## src/rtl/operand_fetch_pkg.sv

```systemverilog
// -----------------------------------------------------------------------------
// operand_fetch_pkg
// Shared defaults for the register-file read side. The address/data widths and
// depth are the same values register_file is built with, so both blocks agree
// on the register map without repeating the numbers.
//
// Contents:
//   OF_ADDR_WIDTH, OF_WIDTH, OF_DEPTH  default register-file geometry
//   OF_ZERO_REG                        register 0 hard-wired to zero
//   busy_op_e / busy_op_sel            per-register scoreboard update decision
// -----------------------------------------------------------------------------
package operand_fetch_pkg;

   localparam int OF_ADDR_WIDTH = 5;
   localparam int OF_WIDTH      = 32;
   localparam int OF_DEPTH      = 1 << OF_ADDR_WIDTH;
   localparam bit OF_ZERO_REG   = 1'b1;

   typedef enum logic [1:0] {
      BUSY_HOLD  = 2'd0,
      BUSY_SET   = 2'd1,
      BUSY_CLEAR = 2'd2,
      BUSY_FLUSH = 2'd3
   } busy_op_e;

   // Flush beats a new set, which beats a writeback clear. Letting the set win
   // over a same-register clear keeps the newer write tracked.
   function automatic busy_op_e busy_op_sel(input logic flush_all,
                                            input logic set_hit,
                                            input logic clr_hit);
      busy_op_e op;
      op = BUSY_HOLD;
      if (flush_all)
         op = BUSY_FLUSH;
      else if (set_hit)
         op = BUSY_SET;
      else if (clr_hit)
         op = BUSY_CLEAR;
      return op;
   endfunction

endpackage

```

## src/rtl/operand_fetch_if.sv

```systemverilog
// -----------------------------------------------------------------------------
// operand_fetch_if
// Bundles every signal operand_fetch exchanges with its neighbours:
//   in_*   decode -> operand_fetch instruction handshake
//   rf_*   register_file read addresses and read data
//   wb_*   writeback stage feedback (same cycle as the register_file write)
//   flush  synchronous pipeline kill
//   out_*  operand_fetch -> execute operand handshake
// Modports:
//   slave  the operand_fetch block itself
//   master the surrounding pipeline (decode, register_file, writeback, execute)
// -----------------------------------------------------------------------------
interface operand_fetch_if
   import operand_fetch_pkg::*;
#(
   parameter int ADDR_WIDTH = OF_ADDR_WIDTH,
   parameter int WIDTH      = OF_WIDTH
) ();

   logic                  in_valid;
   logic                  in_ready;
   logic [ADDR_WIDTH-1:0] in_rs1;
   logic [ADDR_WIDTH-1:0] in_rs2;
   logic [ADDR_WIDTH-1:0] in_rd;
   logic                  in_rd_we;

   logic [ADDR_WIDTH-1:0] rf_src1;
   logic [ADDR_WIDTH-1:0] rf_src2;
   logic [WIDTH-1:0]      rf_rdata1;
   logic [WIDTH-1:0]      rf_rdata2;

   logic                  wb_valid;
   logic [ADDR_WIDTH-1:0] wb_rd;
   logic [WIDTH-1:0]      wb_data;

   logic                  flush;

   logic                  out_valid;
   logic                  out_ready;
   logic [WIDTH-1:0]      out_op1;
   logic [WIDTH-1:0]      out_op2;
   logic [ADDR_WIDTH-1:0] out_rd;
   logic                  out_rd_we;

   modport slave (
      input  in_valid, in_rs1, in_rs2, in_rd, in_rd_we,
      output in_ready,
      output rf_src1, rf_src2,
      input  rf_rdata1, rf_rdata2,
      input  wb_valid, wb_rd, wb_data,
      input  flush,
      output out_valid, out_op1, out_op2, out_rd, out_rd_we,
      input  out_ready
   );

   modport master (
      output in_valid, in_rs1, in_rs2, in_rd, in_rd_we,
      input  in_ready,
      input  rf_src1, rf_src2,
      output rf_rdata1, rf_rdata2,
      output wb_valid, wb_rd, wb_data,
      output flush,
      input  out_valid, out_op1, out_op2, out_rd, out_rd_we,
      output out_ready
   );

endinterface

```

## src/rtl/operand_fetch_reg_scoreboard.sv

```systemverilog
// -----------------------------------------------------------------------------
// operand_fetch_reg_scoreboard
// One busy bit per register: set when an instruction that writes the register
// is accepted, cleared when its writeback arrives, all cleared by a flush.
// The lookup outputs already account for a writeback landing this cycle, so a
// register being cleared right now does not report busy.
//
// Ports:
//   clk, rst_n            clock, asynchronous active-low reset
//   flush_all             clear every busy bit at the next edge
//   set_en, set_addr      mark a register busy
//   clr_en, clr_addr      mark a register free (writeback)
//   rd_addr1/2, waw_addr  lookup addresses
//   busy1/2, busy_waw     busy-and-not-cleared-this-cycle flags
// -----------------------------------------------------------------------------
module operand_fetch_reg_scoreboard
   import operand_fetch_pkg::*;
#(
   parameter int ADDR_WIDTH = OF_ADDR_WIDTH,
   parameter int DEPTH      = OF_DEPTH
) (
   input  logic                  clk,
   input  logic                  rst_n,
   input  logic                  flush_all,
   input  logic                  set_en,
   input  logic [ADDR_WIDTH-1:0] set_addr,
   input  logic                  clr_en,
   input  logic [ADDR_WIDTH-1:0] clr_addr,
   input  logic [ADDR_WIDTH-1:0] rd_addr1,
   input  logic [ADDR_WIDTH-1:0] rd_addr2,
   input  logic [ADDR_WIDTH-1:0] waw_addr,
   output logic                  busy1,
   output logic                  busy2,
   output logic                  busy_waw
);

   logic [DEPTH-1:0] busy_q;
   logic [DEPTH-1:0] busy_d;

   always_comb begin
      busy_d = busy_q;
      for (int r = 0; r < DEPTH; r++) begin
         unique case (busy_op_sel(flush_all,
                                  set_en && (set_addr == ADDR_WIDTH'(r)),
                                  clr_en && (clr_addr == ADDR_WIDTH'(r))))
            BUSY_FLUSH: busy_d[r] = 1'b0;
            BUSY_SET:   busy_d[r] = 1'b1;
            BUSY_CLEAR: busy_d[r] = 1'b0;
            default:    busy_d[r] = busy_q[r];
         endcase
      end
   end

   always_ff @(posedge clk or negedge rst_n) begin
      if (!rst_n)
         busy_q <= '0;
      else
         busy_q <= busy_d;
   end

   assign busy1    = busy_q[rd_addr1] && !(clr_en && (clr_addr == rd_addr1));
   assign busy2    = busy_q[rd_addr2] && !(clr_en && (clr_addr == rd_addr2));
   assign busy_waw = busy_q[waw_addr] && !(clr_en && (clr_addr == waw_addr));

endmodule

```

## src/rtl/operand_fetch.sv

```systemverilog
// -----------------------------------------------------------------------------
// operand_fetch
// Read-side front end of register_file. Presents the decoded source addresses
// straight to register_file, picks each operand (zero register, same-cycle
// writeback forward, or register_file read data) and captures it together with
// rd/rd_we in a one-entry output stage with a valid/ready handshake. A busy-bit
// scoreboard stalls decode on RAW and WAW hazards.
//
// Ports:
//   clk    clock, all state on posedge
//   rst_n  asynchronous active-low reset
//   bus    operand_fetch_if.slave: in_* (decode), rf_* (register_file),
//          wb_* (writeback), flush, out_* (execute)
// -----------------------------------------------------------------------------
module operand_fetch
   import operand_fetch_pkg::*;
#(
   parameter int ADDR_WIDTH = OF_ADDR_WIDTH,
   parameter int WIDTH      = OF_WIDTH,
   parameter int DEPTH      = OF_DEPTH,
   parameter bit ZERO_REG   = OF_ZERO_REG
) (
   input  logic            clk,
   input  logic            rst_n,
   operand_fetch_if.slave  bus
);

   // register_file writes land on the next edge, so a writeback in the same
   // cycle as the read must be forwarded or the operand would be stale.
   function automatic logic [WIDTH-1:0] sel_operand(
      input logic [ADDR_WIDTH-1:0] src,
      input logic [WIDTH-1:0]      rf_data,
      input logic                  wb_valid,
      input logic [ADDR_WIDTH-1:0] wb_rd,
      input logic [WIDTH-1:0]      wb_data
   );
      logic [WIDTH-1:0] v;
      if (ZERO_REG && (src == '0))
         v = '0;
      else if (wb_valid && (wb_rd == src))
         v = wb_data;
      else
         v = rf_data;
      return v;
   endfunction

   logic                  busy1, busy2, busy_waw;
   logic                  hazard;
   logic                  accept;
   logic                  set_en;
   logic [WIDTH-1:0]      op1_p0, op2_p0;

   logic                  vld_p1;
   logic [WIDTH-1:0]      op1_p1, op2_p1;
   logic [ADDR_WIDTH-1:0] rd_p1;
   logic                  rd_we_p1;

   // ---- stage 0: address, hazard check and operand select (combinational) ----
   assign bus.rf_src1 = bus.in_rs1;
   assign bus.rf_src2 = bus.in_rs2;

   assign op1_p0 = sel_operand(bus.in_rs1, bus.rf_rdata1, bus.wb_valid, bus.wb_rd, bus.wb_data);
   assign op2_p0 = sel_operand(bus.in_rs2, bus.rf_rdata2, bus.wb_valid, bus.wb_rd, bus.wb_data);

   // Register 0 is never set busy, so it can never raise a hazard.
   assign hazard = busy1 || busy2 || (bus.in_rd_we && busy_waw);

   // The output stage frees up in the same cycle execute takes it.
   assign bus.in_ready = !bus.flush && !hazard && (!vld_p1 || bus.out_ready);
   assign accept       = bus.in_valid && bus.in_ready;
   assign set_en       = accept && bus.in_rd_we && !(ZERO_REG && (bus.in_rd == '0));

   operand_fetch_reg_scoreboard #(
      .ADDR_WIDTH (ADDR_WIDTH),
      .DEPTH      (DEPTH)
   ) u_scoreboard (
      .clk       (clk),
      .rst_n     (rst_n),
      .flush_all (bus.flush),
      .set_en    (set_en),
      .set_addr  (bus.in_rd),
      .clr_en    (bus.wb_valid),
      .clr_addr  (bus.wb_rd),
      .rd_addr1  (bus.in_rs1),
      .rd_addr2  (bus.in_rs2),
      .waw_addr  (bus.in_rd),
      .busy1     (busy1),
      .busy2     (busy2),
      .busy_waw  (busy_waw)
   );

   // ---- stage 1: one-entry output register toward execute ----
   always_ff @(posedge clk or negedge rst_n) begin
      if (!rst_n) begin
         vld_p1   <= 1'b0;
         op1_p1   <= '0;
         op2_p1   <= '0;
         rd_p1    <= '0;
         rd_we_p1 <= 1'b0;
      end else if (bus.flush) begin
         vld_p1 <= 1'b0;
      end else if (accept) begin
         vld_p1   <= 1'b1;
         op1_p1   <= op1_p0;
         op2_p1   <= op2_p0;
         rd_p1    <= bus.in_rd;
         rd_we_p1 <= bus.in_rd_we;
      end else if (bus.out_ready) begin
         vld_p1 <= 1'b0;
      end
   end

   assign bus.out_valid = vld_p1;
   assign bus.out_op1   = op1_p1;
   assign bus.out_op2   = op2_p1;
   assign bus.out_rd    = rd_p1;
   assign bus.out_rd_we = rd_we_p1;

endmodule
```

## src/flat_wrapper.sv

```systemverilog
// flat-port wrapper written by rule: the top's interface ports become plain ports
module operand_fetch_flat import operand_fetch_pkg::*;
#(
   parameter int ADDR_WIDTH = OF_ADDR_WIDTH,
   parameter int WIDTH      = OF_WIDTH,
   parameter int DEPTH      = OF_DEPTH,
   parameter bit ZERO_REG   = OF_ZERO_REG
)
  (clk, rst_n, bus_in_valid, bus_in_rs1, bus_in_rs2, bus_in_rd, bus_in_rd_we, bus_in_ready, bus_rf_src1, bus_rf_src2, bus_rf_rdata1, bus_rf_rdata2, bus_wb_valid, bus_wb_rd, bus_wb_data, bus_flush, bus_out_valid, bus_out_op1, bus_out_op2, bus_out_rd, bus_out_rd_we, bus_out_ready);
  operand_fetch_if #(.ADDR_WIDTH(ADDR_WIDTH), .WIDTH(WIDTH)) bus_i ();
  input  logic clk;
  input  logic rst_n;
  input wire logic [$bits(bus_i.in_valid)-1:0] bus_in_valid;
  input wire logic [$bits(bus_i.in_rs1)-1:0] bus_in_rs1;
  input wire logic [$bits(bus_i.in_rs2)-1:0] bus_in_rs2;
  input wire logic [$bits(bus_i.in_rd)-1:0] bus_in_rd;
  input wire logic [$bits(bus_i.in_rd_we)-1:0] bus_in_rd_we;
  output wire logic [$bits(bus_i.in_ready)-1:0] bus_in_ready;
  output wire logic [$bits(bus_i.rf_src1)-1:0] bus_rf_src1;
  output wire logic [$bits(bus_i.rf_src2)-1:0] bus_rf_src2;
  input wire logic [$bits(bus_i.rf_rdata1)-1:0] bus_rf_rdata1;
  input wire logic [$bits(bus_i.rf_rdata2)-1:0] bus_rf_rdata2;
  input wire logic [$bits(bus_i.wb_valid)-1:0] bus_wb_valid;
  input wire logic [$bits(bus_i.wb_rd)-1:0] bus_wb_rd;
  input wire logic [$bits(bus_i.wb_data)-1:0] bus_wb_data;
  input wire logic [$bits(bus_i.flush)-1:0] bus_flush;
  output wire logic [$bits(bus_i.out_valid)-1:0] bus_out_valid;
  output wire logic [$bits(bus_i.out_op1)-1:0] bus_out_op1;
  output wire logic [$bits(bus_i.out_op2)-1:0] bus_out_op2;
  output wire logic [$bits(bus_i.out_rd)-1:0] bus_out_rd;
  output wire logic [$bits(bus_i.out_rd_we)-1:0] bus_out_rd_we;
  input wire logic [$bits(bus_i.out_ready)-1:0] bus_out_ready;
  assign bus_i.in_valid = bus_in_valid;
  assign bus_i.in_rs1 = bus_in_rs1;
  assign bus_i.in_rs2 = bus_in_rs2;
  assign bus_i.in_rd = bus_in_rd;
  assign bus_i.in_rd_we = bus_in_rd_we;
  assign bus_in_ready = bus_i.in_ready;
  assign bus_rf_src1 = bus_i.rf_src1;
  assign bus_rf_src2 = bus_i.rf_src2;
  assign bus_i.rf_rdata1 = bus_rf_rdata1;
  assign bus_i.rf_rdata2 = bus_rf_rdata2;
  assign bus_i.wb_valid = bus_wb_valid;
  assign bus_i.wb_rd = bus_wb_rd;
  assign bus_i.wb_data = bus_wb_data;
  assign bus_i.flush = bus_flush;
  assign bus_out_valid = bus_i.out_valid;
  assign bus_out_op1 = bus_i.out_op1;
  assign bus_out_op2 = bus_i.out_op2;
  assign bus_out_rd = bus_i.out_rd;
  assign bus_out_rd_we = bus_i.out_rd_we;
  assign bus_i.out_ready = bus_out_ready;
  operand_fetch #(.ADDR_WIDTH(ADDR_WIDTH), .WIDTH(WIDTH), .DEPTH(DEPTH), .ZERO_REG(ZERO_REG)) u_core (.clk(clk), .rst_n(rst_n), .bus(bus_i));
endmodule
```

## config.mk

```make
export PLATFORM = sky130hd
export DESIGN_NAME = operand_fetch_flat
export DESIGN_NICKNAME = d
export VERILOG_FILES = /design/src/rtl/operand_fetch_pkg.sv /design/src/rtl/operand_fetch_if.sv /design/src/rtl/operand_fetch_reg_scoreboard.sv /design/src/rtl/operand_fetch.sv /design/src/flat_wrapper.sv
export SDC_FILE = /design/constraint.sdc
export NUM_CORES = 1
export LEC_CHECK = 0
export CORE_MARGIN = 5
export CORE_UTILIZATION = 42
export CTS_CLUSTER_SIZE = 12
export DETAILED_ROUTE_END_ITERATION = 8
export PLACE_DENSITY = 0.84
export REMOVE_ABC_BUFFERS = 1
export SKIP_LAST_GASP = 1
export SLEW_MARGIN = 20
export SYNTH_ARGS = -nofsm -noshare
export SYNTH_HDL_FRONTEND = slang
export SYNTH_HIERARCHICAL = 1
export SYNTH_SLANG_ARGS = --single-unit
```

## constraint.sdc

```tcl
create_clock -name clk -period 3.46 [get_ports clk]
set_clock_uncertainty 0.2 [all_clocks]
set_input_delay 0.865 -clock clk [delete_from_list [all_inputs] [get_ports clk]]
set_output_delay 0.865 -clock clk [all_outputs]
set_load 0.02 [all_outputs]
```

=== Yosys cells after proc, flatten, opt, wreduce, memory -nomap -nowiden ===
Index checks and enable logic that the tools add are counted.

* Order comparisons: 3
* Equal/unequal tests: 161
* Muxes and demuxes: 141
* Bitwise operators: 1
* Reduce and logical (&&, ||, !) cells: 156

{| class="wikitable"
|+ Operators with widths
! kind !! count
|-
| 2-bit two-way mux || 96
|-
| 5-bit equality test, second input constant || 32
|-
| 2-bit equality test, second input constant || 64
|-
| 32-bit two-way mux || 4
|-
| 5-bit by 4-bit equality test with 1-bit output, second input constant || 16
|-
| 1-bit logical AND || 76
|-
| 2-bit by 1-bit equality test with 1-bit output, second input constant || 32
|-
| 1-bit case mux with 2 select lines || 32
|-
| 2-bit nonzero test || 32
|-
| 2-bit OR reduction || 32
|-
| 5-bit by 3-bit equality test with 1-bit output, second input constant || 8
|-
| 5-bit by 2-bit equality test with 1-bit output, second input constant || 4
|-
| 5-bit zero test || 4
|-
| 5-bit by 6-bit less-than comparator with 1-bit output, second input constant || 3
|-
| 1-bit binary-select mux with 5-bit select || 3
|-
| 5-bit equality test || 3
|-
| 5-bit by 1-bit equality test with 1-bit output, second input constant || 2
|-
| 1-bit zero test || 7
|-
| 1-bit two-way mux || 6
|-
| 1-bit logical OR || 3
|-
| 3-bit nonzero test || 1
|-
| 2-bit AND reduction || 1
|-
| 1-bit inverter || 1
|}

* Register bits: 103
* Input bits: 123
* Output and inout port bits: 82
* Logic and storage cells: 499

=== Longest topological paths before layout ===
* Depth after elaboration: 18
* Gate-level depth with buffers: 15
* Mapped depth without buffers: 12

=== Modules after synthesis ===
The synthesis kept the hierarchy.

{| class="wikitable"
|+ Modules (own cells, without submodules)
! module !! instances !! cells an instance !! area an instance (um2) !! seq. area each (um2)
|-
| operand_fetch || 1 || 328 || 3,698.5 || 1,776.7
|-
| operand_fetch_reg_scoreboard || 1 || 275 || 2,539.9 || 800.8
|}

=== Worst setup path before layout ===
No wires, ideal clock.

* Path type: input to register
* Start: input bus_in_rs2[0]
* End: register u_core.u_scoreboard.busy_q[14]
* Arrival time: 3.698 ns
* Path slack: -0.516 ns
* Cell stages on the path: 15
* Cells stage by stage: buf_2 > mux4_2 > mux2i_1 > o21ai_0 > o2111a_1 > nor3_1 > and3_1 > buf_2 > nand2_2 > clkbuf_1 > nor2_1 > nand2b_1 > nor3b_1 > nand3_1 > a21oi_1

* Cells in the longest elaborated chain, start to end: 18

{| class="wikitable"
|+ Ends and longest elaborated chain
! what !! RTL line !! text
|-
| from (decl) || flat_wrapper.sv:15 || <nowiki>input wire logic [$bits(bus_i.in_rs2)-1:0] bus_in_rs2;</nowiki>
|-
| parallel branches: the longest is 3 deep, another holds 1-bit binary-select mux with 5-bit select || -- ||
|-
| 1-bit logical AND * || operand_fetch_reg_scoreboard.sv:62 || <nowiki>assign busy2 = busy_q[rd_addr2] && !(clr_en && (clr_addr == rd_addr2));</nowiki>
|-
| via u_core.busy2 || operand_fetch.sv:47 || <nowiki>logic busy1, busy2, busy_waw;</nowiki>
|-
| 1-bit logical OR * (2 in a row) || operand_fetch.sv:66 || <nowiki>assign hazard = busy1 || busy2 || (bus.in_rd_we && busy_waw);</nowiki>
|-
| 1-bit zero test * || operand_fetch.sv:69 || <nowiki>assign bus.in_ready = !bus.flush && !hazard && (!vld_p1 || bus.out_ready);</nowiki>
|-
| 1-bit logical AND * (2 in a row) || operand_fetch.sv:69 ||
|-
| via bus_in_ready || flat_wrapper.sv:18 || <nowiki>output wire logic [$bits(bus_i.in_ready)-1:0] bus_in_ready;</nowiki>
|-
| 1-bit logical AND * || operand_fetch.sv:70 || <nowiki>assign accept = bus.in_valid && bus.in_ready;</nowiki>
|-
| 1-bit logical AND * (2 in a row) || operand_fetch.sv:71 || <nowiki>assign set_en = accept && bus.in_rd_we && !(ZERO_REG && (bus.in_rd == '0));</nowiki>
|-
| via u_core.set_en || operand_fetch.sv:50 || <nowiki>logic set_en;</nowiki>
|-
| 1-bit logical AND * || operand_fetch_reg_scoreboard.sv:44 || <nowiki>set_en && (set_addr == ADDR_WIDTH'(r)),</nowiki>
|-
| 2-bit two-way mux * || operand_fetch_pkg.sv:35 || <nowiki>else if (set_hit)</nowiki>
|-
| 2-bit two-way mux * || operand_fetch_pkg.sv:33 || <nowiki>if (flush_all)</nowiki>
|-
| 2-bit equality test || operand_fetch_reg_scoreboard.sv:43 || <nowiki>unique case (busy_op_sel(flush_all,</nowiki>
|-
| 2-bit OR reduction (no line) || -- ||
|-
| 1-bit case mux with 2 select lines / 2-bit nonzero test (equally long branches) || -- ||
|-
| to (signal assigned) || operand_fetch_reg_scoreboard.sv:58 || <nowiki>busy_q <= busy_d;</nowiki>
|-
| to (decl) || operand_fetch_reg_scoreboard.sv:37 || <nowiki>logic [DEPTH-1:0] busy_q;</nowiki>
|}

Mark *: on every way through the listed nets, which the timed path passes. The select of a mux whose other input is x is not followed.
A chain may end at the register's enable or synchronous reset.

=== Final worst setup path ===
* Start: input bus_in_rs1[4]
* End: output bus_in_ready

* Cells in the longest elaborated chain, start to end: 9

{| class="wikitable"
|+ Ends and longest elaborated chain
! what !! RTL line !! text
|-
| from (decl) || flat_wrapper.sv:14 || <nowiki>input wire logic [$bits(bus_i.in_rs1)-1:0] bus_in_rs1;</nowiki>
|-
| parallel branches: the longest is 3 deep, another holds 1-bit binary-select mux with 5-bit select || -- ||
|-
| 1-bit logical AND * || operand_fetch_reg_scoreboard.sv:61 || <nowiki>assign busy1 = busy_q[rd_addr1] && !(clr_en && (clr_addr == rd_addr1));</nowiki>
|-
| via u_core.busy1 || operand_fetch.sv:47 ||
|-
| 1-bit logical OR * (2 in a row) || operand_fetch.sv:66 ||
|-
| 1-bit zero test * || operand_fetch.sv:69 ||
|-
| 1-bit logical AND * (2 in a row) || operand_fetch.sv:69 ||
|-
| to (decl) || flat_wrapper.sv:18 ||
|}

Marked as above.

==> impl_metrics.json <==
{
  "p_int_mw": 2.78,
  "core_area_um2": 14500,
  "yosysTopAreaCellShare_pct": 41.3,
  "worst_pin_slew_ns": 0.625,
  "relSlewSlack_pct": 58.4,
  "fin_ws_ns": -0.0975,
  "maxCapViolations": 0,
  "first_pass_iters": 5,
  "layout.cells.most_common_list": "clkdlybuf4s50_1 (186), dfrtp_1 (103), nand2_1 (100)",
  "clockBufferDepth": 2,
  "outcome": "finished with violations",
  "vias_per_cell": 5.52,
  "power_density_nw_per_um2": 450,
  "syn_inst": 603,
  "grt_use_total_pct": 22.6,
  "drt-total-wl_um": 19900,
  "holdWs_ns": 0.275,
  "fin_util_pct": 62.8,
  "p_leak_nw": 3.74,
  "hpwl_um": 15200,
  "cts_root_buf": "clkbuf_16",
  "grt_start_max_net_pins": 47,
  "postRouteAntennaNets": 0,
  "power_frac_clock_pct": 26.7,
  "violations": "setup timing",
  "fin_nets": 965,
  "drt_iter0_markers": 367,
  "num_vias": 5696,
  "hold_viol_final": 0,
  "comb_power_share_pct": 35.9,
  "grt_pass1_wl_um": 31800,
  "io_buffers": 204,
  "required_ns": 2.39,
  "drive_gt1_share_pct": 21.4,
  "synth_area_leaders": "dfrtp_1 (41%), mux2i_1 (13%), nand2_1 (6.0%)",
  "synth_top_area_cell": "dfrtp_1",
  "rows": 44,
  "ff2ff_path_depth": 14,
  "cts_tree": "done",
  "synth_cell_types": 40,
  "htreeDepth": 3,
  "syn_avg_cell_area_um2": 10.3,
  "syn_to_final_growth_pct": 46.2,
  "place_inst": 1013,
  "worstHoldPathType": "flip-flop to flip-flop",
  "cts_hold_buf": 0,
  "ys_seq_elements": 103,
  "place.gp.congestion": 0.941,
  "grt_pass1_vias": 5888,
  "numCtsBuffers": 9,
  "fin_crit_ns": 3.56,
  "rsz0062_at_grt": "true",
  "vdd_drop_max_mv": 0.290,
  "wl_per_cell_um": 19.3,
  "timing.setup.tns_ns": -0.0975,
  "die_w_um": 132,
  "syn_area_um2": 6240,
  "dieArea_um2": 17400,
  "switching_power_mw": 1.32,
  "n_antenna_cell": 0,
  "grt_overflow": 0,
  "fmax_ghz": 0.281,
  "hold_depth": 2,
  "cp-start-kind": "primary input",
  "swShare_pct": 32.2,
  "worst_setup_path_end_kind": "output port",
  "fin_cells": 1031,
  "antenna_found_initial": 0,
  "critPathKind": "primary input to output port",
  "clkTransAtPathRegs_ns": 0.06,
  "io_pins": 205,
  "dp_slack_ns": -1.21,
  "clk_latency_ns": 0.35,
  "power_frac_seq_pct": 37.3,
  "drv_slew": 0,
  "die_h_um": 132,
  "layout_commonest_cell": "clkdlybuf4s50_1",
  "period_share_pct": 103,
  "ys_seq_area_share_pct": 41.3,
  "setup_violations": 1,
  "critical_path_arrival_ns": 2.49,
  "critPathMaxFanout": 2,
  "clock_sink_count": 103,
  "drc_errors": 0,
  "ys_warn_count": 6,
  "start_util_pct": 42.9
}
==> power by group through the flow <==
stage	registers (mW)	clock network, mW	logic [mW]
6_report	1.53	1.10	1.47
5_1_grt	1.56	1.17	1.57
4_1_cts	1.53	1.12	1.49
3_5_place_dp	1.55	0	1.48
3_3_place_gp	1.54	0	1.46
2_1_floorplan	1.82	0	0.336
==> cells by family (layout without fill, tap and decap cells) <==
group                  after synthesis  count (layout)  share of synthesized area, %
multiplexers                       109             109                          21.4
AND/OR/NAND/NOR                    167             167                          12.3
AO/OA/AOI/OAI                      147             147                          15.1
flip-flops                         103             103                          41.3
XOR/XNOR                            25              25                          3.51
buffers and inverters               52             296                          6.38
==> cell type report <==
type	count	area, um^2
fillers	1229	5410
multi-input cells	448	3300
repair buffers	280	2700
flip-flops and latches	103	2580
well taps	184	230
clock buffers	10	229
clock inverters	6	83.8
==> cell usage after synthesis <==
cell and count:
a211oi_1 4, a2111oi_2 1, nand2_2 1, nand3_1 15, xnor2_1 5, buf_2 9, and4_1 1, mux2_2 6
a31oi_1 1, o21ai_2 40, or2_2 1, nor4_1 5, nand4_1 1, a41oi_1 1, mux2_1 4, buf_12 6
dfrtp_1 103, nor3_1 2, o2111a_1 2, nand3b_1 5, a21oi_1 33, mux4_1 5, o211ai_1 1, nor3b_1 1
buf_6 6, nor3b_2 1, or4_1 3, mux2i_1 82, o211ai_2 2, mux4_2 12, o21ai_0 40, o21ai_1 22
xor2_1 20, clkbuf_1 18, nand2b_1 4, nor2_1 10, buf_4 13, nand2_1 100, nor2b_1 10, and3_1 7
==> layer usage <==
| metal | up-vias | track usage, % | part of all wire [%] |
|---|---|---|---|
| met4 | 0 | 8.74 | 3.0 |
| li1 | 2635 | - | - |
| met1 | 2737 | 28.7 | 40 |
| met5 | - | 0 | 0 |
| met3 | 50 | 6.68 | 9.3 |
| met2 | 274 | 36.3 | 47 |
==> metrics by stage <==
stage | cell area [um^2] | power [mW]
floorplan | 5840 | 2.16
global placement | 8760 | 3.00
detailed placement | 8760 | 3.03
CTS | 9120 | 4.14
global route | 9120 | 4.30
finish | 9120 | 4.10
==> sequential cells by signal, summed over array words and instances, names as in the netlist <==
register                    flops
u_core/bus.out_rd               5
u_core/bus.out_rd_we            1
u_core/u_scoreboard/busy_q     32
u_core/bus.out_op2             32
u_core/bus.out_valid            1
u_core/bus.out_op1             32
==> worst max-delay path, stage by stage <==
cell	delay, ns
clkdlybuf4s50_1	0.50
xor2_1	0.15
nor4_1	0.06
and3_1	0.18
a2111oi_2	0.33
nor3_2	0.07
and3_4	0.20
buf_6	0.13
==> path summary, 6_finish.rpt <==
check / slack, ns / from / end
min reg2reg: 0.27 / u_core/bus.out_op2[28] / u_core/bus.out_op2[28]
max in group asynchronous: 2.07 / rst_n / u_core/u_scoreboard/busy_q[2]
min in group asynchronous: 0.33 / rst_n / u_core/u_scoreboard/busy_q[28]
max reg2reg: 0.28 / u_core/u_scoreboard/busy_q[23] / u_core/u_scoreboard/busy_q[0]
max: -0.1 / bus_in_rs1[4] / bus_in_ready
min: 0.27 / u_core/bus.out_op2[28] / u_core/bus.out_op2[28]
==> repair_timing <==
action	CTS	global route
endpoints found under the setup margin	105	93
resized for setup	47	24
pin swaps	6	9
buffers inserted	3	0
Note: power is estimated with default switching activity, not from simulation.
